**src/rtl/pipe_mux_n.sv**
```systemverilog
// pipe_mux_n: N-way operand select feeding a 2-entry skid buffer
// with registered valid/ready output, flush and async reset.
//
// Ports:
//   clk, rst         clock, async active-high reset
//   flush            synchronous discard of buffered beats
//   in_data/in_sel   NSRC packed candidates and select code
//   in_valid/ready   producer handshake (in_ready registered)
//   out_data/out_sel selected word and its select code
//   out_valid/ready  consumer handshake
//   occupancy        beats held (0..2)
//   sel_err          out-of-range select flag, only when
//                    PIPE_MUX_SELERR_EN is defined
module pipe_mux_n #(
  parameter int WIDTH = 32,
  parameter int NSRC  = 4,
  parameter int SELW  = 2
) (
  input  logic                  clk,
  input  logic                  rst,
  input  logic                  flush,
  input  logic [NSRC*WIDTH-1:0] in_data,
  input  logic [SELW-1:0]       in_sel,
  input  logic                  in_valid,
  output logic                  in_ready,
  output logic [WIDTH-1:0]      out_data,
  output logic [SELW-1:0]       out_sel,
  output logic                  out_valid,
  input  logic                  out_ready,
  output logic [1:0]            occupancy
`ifdef PIPE_MUX_SELERR_EN
  ,
  output logic                  sel_err
`endif
);

  generate
    if ((2 ** SELW) < NSRC) begin : g_bad_selw
      $error("pipe_mux_n: SELW too narrow for NSRC");
    end
    if (NSRC < 2) begin : g_bad_nsrc
      $error("pipe_mux_n: NSRC must be at least 2");
    end
  endgenerate

  // encoding doubles as the occupancy count
  typedef enum logic [1:0] {
    EMPTY = 2'd0,
    ONE   = 2'd1,
    TWO   = 2'd2
  } state_t;

  state_t r_state;
  state_t w_nstate;

  logic [WIDTH-1:0] r_m_data;
  logic [SELW-1:0]  r_m_sel;
  logic [WIDTH-1:0] r_s_data;
  logic [SELW-1:0]  r_s_sel;

  logic [WIDTH-1:0] w_word;
  logic             w_in_xfer;
  logic             w_out_xfer;
  logic             w_ld_m;
  logic             w_m_from_s;
  logic             w_ld_s;
  logic             w_in_ready;
  logic             w_out_valid;

  // select resolved at input time; unmatched codes give zero
  always_comb begin
    w_word = '0;
    for (int k = 0; k < NSRC; k++) begin
      if (in_sel == SELW'(k)) begin
        w_word = in_data[k*WIDTH +: WIDTH];
      end
    end
  end

  assign w_in_ready  = (r_state != TWO);
  assign w_out_valid = (r_state != EMPTY);
  assign w_in_xfer   = in_valid & w_in_ready;
  assign w_out_xfer  = w_out_valid & out_ready;

  always_ff @(posedge clk or posedge rst) begin
    if (rst) begin
      r_state <= EMPTY;
    end else begin
      r_state <= w_nstate;
    end
  end

  always_comb begin
    w_nstate   = r_state;
    w_ld_m     = 1'b0;
    w_m_from_s = 1'b0;
    w_ld_s     = 1'b0;
    if (flush) begin
      w_nstate = EMPTY;
    end else begin
      unique case (r_state)
        EMPTY: begin
          if (w_in_xfer) begin
            w_ld_m   = 1'b1;
            w_nstate = ONE;
          end
        end
        ONE: begin
          if (w_out_xfer && w_in_xfer) begin
            w_ld_m = 1'b1;
          end else if (w_out_xfer) begin
            w_nstate = EMPTY;
          end else if (w_in_xfer) begin
            w_ld_s   = 1'b1;
            w_nstate = TWO;
          end
        end
        TWO: begin
          if (w_out_xfer) begin
            w_m_from_s = 1'b1;
            w_nstate   = ONE;
          end
        end
        default: begin
          w_nstate = EMPTY;
        end
      endcase
    end
  end

  always_ff @(posedge clk or posedge rst) begin
    if (rst) begin
      r_m_data <= '0;
      r_m_sel  <= '0;
      r_s_data <= '0;
      r_s_sel  <= '0;
    end else begin
      if (w_ld_m) begin
        r_m_data <= w_word;
        r_m_sel  <= in_sel;
      end else if (w_m_from_s) begin
        r_m_data <= r_s_data;
        r_m_sel  <= r_s_sel;
      end
      if (w_ld_s) begin
        r_s_data <= w_word;
        r_s_sel  <= in_sel;
      end
    end
  end

`ifdef PIPE_MUX_SELERR_EN
  logic w_err;
  logic r_m_err;
  logic r_s_err;

  always_comb begin
    w_err = 1'b1;
    for (int k = 0; k < NSRC; k++) begin
      if (in_sel == SELW'(k)) begin
        w_err = 1'b0;
      end
    end
  end

  always_ff @(posedge clk or posedge rst) begin
    if (rst) begin
      r_m_err <= 1'b0;
      r_s_err <= 1'b0;
    end else if (flush) begin
      r_m_err <= 1'b0;
      r_s_err <= 1'b0;
    end else begin
      if (w_ld_m) begin
        r_m_err <= w_err;
      end else if (w_m_from_s) begin
        r_m_err <= r_s_err;
      end
      if (w_ld_s) begin
        r_s_err <= w_err;
      end
    end
  end

  // stale flag after draining must not leak out
  assign sel_err = r_m_err & w_out_valid;
`endif

  assign in_ready  = w_in_ready;
  assign out_valid = w_out_valid;
  assign out_data  = r_m_data;
  assign out_sel   = r_m_sel;
  assign occupancy = r_state;

endmodule

```
**config.mk**
```make
export PLATFORM = sky130hd
export DESIGN_NAME = pipe_mux_n
export DESIGN_NICKNAME = d
export VERILOG_FILES = /design/src/rtl/pipe_mux_n.sv
export SDC_FILE = /design/constraint.sdc
export NUM_CORES = 1
export LEC_CHECK = 0
export CAP_MARGIN = 15
export CORE_MARGIN = 2
export CORE_UTILIZATION = 46
export CTS_CLUSTER_SIZE = 28
export DETAILED_ROUTE_END_ITERATION = 10
export PLACE_DENSITY = 0.87
export SLEW_MARGIN = 20
export SYNTH_ARGS = -nofsm -noshare
export SYNTH_HDL_FRONTEND = slang
export SYNTH_SLANG_ARGS = --single-unit
```
**constraint.sdc**
```tcl
create_clock -name clk -period 5.5 [get_ports clk]
set_input_delay 0.55 -clock clk [delete_from_list [all_inputs] [get_ports clk]]
set_output_delay 0.55 -clock clk [all_outputs]
set_load 0.01 [all_outputs]
```
==> metrics.yaml <==
hold_path:
  holdPathStages: 1
  min_from: "r_s_data[27]$_DFFE_PP0P_"
  worstHoldPathType: "reg -> reg"
critical_path:
  worst-path-stages: 5
  cp_cell_sequence: "clkdlybuf4s50_1, nor4bb_4, buf_4, mux2_2, mux2_2"
  crit_top_cell: "mux2_2"
  reg2reg_from: "occupancy[0]$_DFFE_PP0P_"
  critPathKind: "in -> reg"
  cp-start-kind: "primary input"
  critPathBufInv: 2
  arrival_ps: 2570
  slowest_delay_ps: 570
  slowest_stage: "clkdlybuf4s50_1"
  worst-path-max-fanout: 35
  crit_family: "buffers and inverters"
  worstPathRequired_ps: 5720
  startpoint: "out_ready"
  r2r_cells: 4
  worstSetupEndpointType: "flop"
drt:
  drt_first_pass_iters: 4
  wl_met3_um: 672
  routed_wl_um: 9050
  highest_layer: "met4"
  routedWlPerCell_um: 17.4
  postRouteAntennaNets: 0
  drc: 0
  via_count: 2787
  wl_met1_um: 3290
  drt-initial-drc-count: 86
  vias_per_cell: 5.35
  wl_met2_um: 4900
synth:
  ys_seq_area_share_pct: 45.1
  syn-num-nets: 378
  ys_ff_latch: 70
  synth_top_cell_by_area: "dfrtp_1"
  synth_top_flop_cell: "dfrtp_1"
  synth-edff-count: 0
  synth_top_family_by_area: "multiplexers"
  synthArstFlopShare_pct: 100
  synth_area_per_cell_sq_um: 16.0
  synth_compound_area_share_pct: 2.64
  ys_types: 28
  yosys-top-cells-area: "dfrtp_1 45%, mux2_2 24%, mux4_2 19%"
  synth_area_sq_um: 3890
  synthAdderAreaFrac_pct: 0
  synthCells: 243
  muxShareOfSynthArea_pct: 44.6
  ys_warn_count: 0
  yosysTopAreaCellShare_pct: 45.1
  synth_simple_gate_area_share_pct: 3.99
  yosys.area_share.xor_xnor_pct: 0
power:
  seqPwrFrac_pct: 44.6
  switching_power_mw: 0.419
  power.density_nw_per_um2: 282
  clockPowerShare_pct: 22.4
  max-vdd-ir-drop_mv: 0.174
  leakage_nw: 2.30
  fin_total_pwr_mw: 1.63
  p_sw_share_pct: 25.7
  p_int_mw: 1.21
  power_frac_comb_pct: 33.0
floorplan:
  die-area_sq_um: 9200
  coreArea_sq_um: 8220
  die_y_um: 95.9
  fp.dieW_um: 95.9
  pin_count: 173
  start_util_pct: 47.3
  rows: 33
sta:
  finalClockSkew_ps: 8.71
  fin_tns_setup_ps: 0
  period_share_pct: 42.6
  slew_viol_final: 0
  relSlewSlack_pct: 41.1
  tightest_slew_ps: 880
  hold_viol_final: 0
  setup_viol: 0
  holdWs_ps: 500
  rsz0062_at_grt: "no"
  fmax_mhz: 427
  final.min_clock_period_ps: 2340
clocking:
  cts_tree: "done"
  clk_latency_ps: 350
  cts-buffers-inserted: 9
  cts.reportedPaths.clkPinSlew_ps: 60
  htreeDepth: 3
  cts_resized: 0
  cts_setup_buffers: 0
  clkSinkCount: 70
  clockRootBuffer: "clkbuf_8"
  ctsHoldBuffers: 0
  cts_buffer_depth: 2
global_routing:
  antenna_found_initial: 0
  grt_pass1_wl_um: 13700
  grt_max_degree: 71
  grt_use_total_pct: 20.0
  gr-total-overflow: 0
  grt_pass1_vias: 2949
final_layout:
  fin_nets: 547
  fin_cells: 521
  drive_above_1_share_pct: 33.9
  final_util_pct: 70.4
  num_antenna_cells: 0
  area_growth_pct: 48.9
place:
  gp_congestion: 0.775
  post-place-cells: 506
  portBuffers: 172
  hpwl_um: 6600
job:
  cap_violations: 0
run_status:
  outcome: "finished clean"
## registers in the layout, indices dropped and copies added (netlist names)
register   cells
out_data      32
out_sel        2
r_s_sel        2
r_s_data      32
occupancy      2
## layout by cell type, fill, tap and decap left out
cell type,count
nor2b_1,2
a211oi_1,1
nand2_1,2
mux4_2,32
clkbuf_1,3
or2b_1,1
clkbuf_8,11
buf_2,2
a221oi_1,1
or3b_2,1
nand2b_1,2
nor4bb_4,1
dfrtp_1,70
a21oi_4,1
nor3_1,1
clkinv_2,1
buf_4,3
mux2_1,7
nand2_2,2
and2_1,5
nand3b_1,1
inv_2,1
clkdlybuf4s50_1,170
or2_2,1
inv_1,2
nor3b_4,1
o21ba_2,1
a221o_1,5
mux2_2,83
a21oi_1,2
## metal layers
| layer | up-vias | track usage (%) |
|---|---|---|
| met5 | - | 0 |
| met4 | 0 | 8.69 |
| met3 | 12 | 4.62 |
| met2 | 101 | 35.9 |
| met1 | 1403 | 22.6 |
| li1 | 1271 | - |
## layout make-up
cell class | instances | area [sq um]
clock buffers | 14 | 163
clock inverters | 1 | 5.00
fillers | 570 | 2430
inverters | 3 | 11.3
multi-input cells | 153 | 1990
flip-flops and latches | 70 | 1750
well taps | 105 | 131
repair buffers | 175 | 1730
## cells in the mapped netlist, drive strengths merged (2+ instances only)
| cell type | n |
|---|---|
| and2 | 5 |
| nand2b | 2 |
| dfrtp | 70 |
| mux2 | 90 |
| nand2 | 4 |
| mux4 | 32 |
| a221o | 5 |
| nor2b | 2 |
| inv | 3 |
| buf | 15 |
| clkbuf | 2 |
| a21oi | 3 |
## final timing paths
kind,to,slack (ps)
min in group asynchronous,out_sel[1]$_DFFE_PP0P_,770
hold reg to reg,r_s_data[27]$_DFFE_PP0P_,500
hold / removal,r_s_data[27]$_DFFE_PP0P_,500
setup reg to reg,out_data[1]$_DFFE_PP0P_,3450
max in group asynchronous,r_s_data[9]$_DFFE_PP0P_,4140
setup / recovery,out_data[1]$_DFFE_PP0P_,3160
## metrics by stage
stage | cell area, sq um | setup slack (ps)
6_report | 5790 | 3160
5_1_grt | 5790 | 3070
4_1_cts | 5790 | 3170
3_5_place_dp | 5620 | 2800
3_3_place_gp | 5620 | 2850
2_1_floorplan | 3890 | 3180
## power by group through the flow
| stage | logic [mW] | clock network, mW | registers (mW) |
|---|---|---|---|
| floorplan | 0.252 | 0 | 0.750 |
| global placement | 0.525 | 0 | 0.726 |
| detailed placement | 0.546 | 0 | 0.736 |
| CTS | 0.547 | 0.371 | 0.727 |
| global route | 0.582 | 0.395 | 0.744 |
| finish | 0.539 | 0.365 | 0.728 |
## cells by family (layout without fill, tap and decap cells)
group,after synthesis,in the layout
flip-flops,70,70
buffers and inverters,20,193
AND/OR/NAND/NOR,20,20
AO/OA/AOI/OAI,11,11
multiplexers,122,122
No activity file was read; power rests on OpenSTA's default activity.
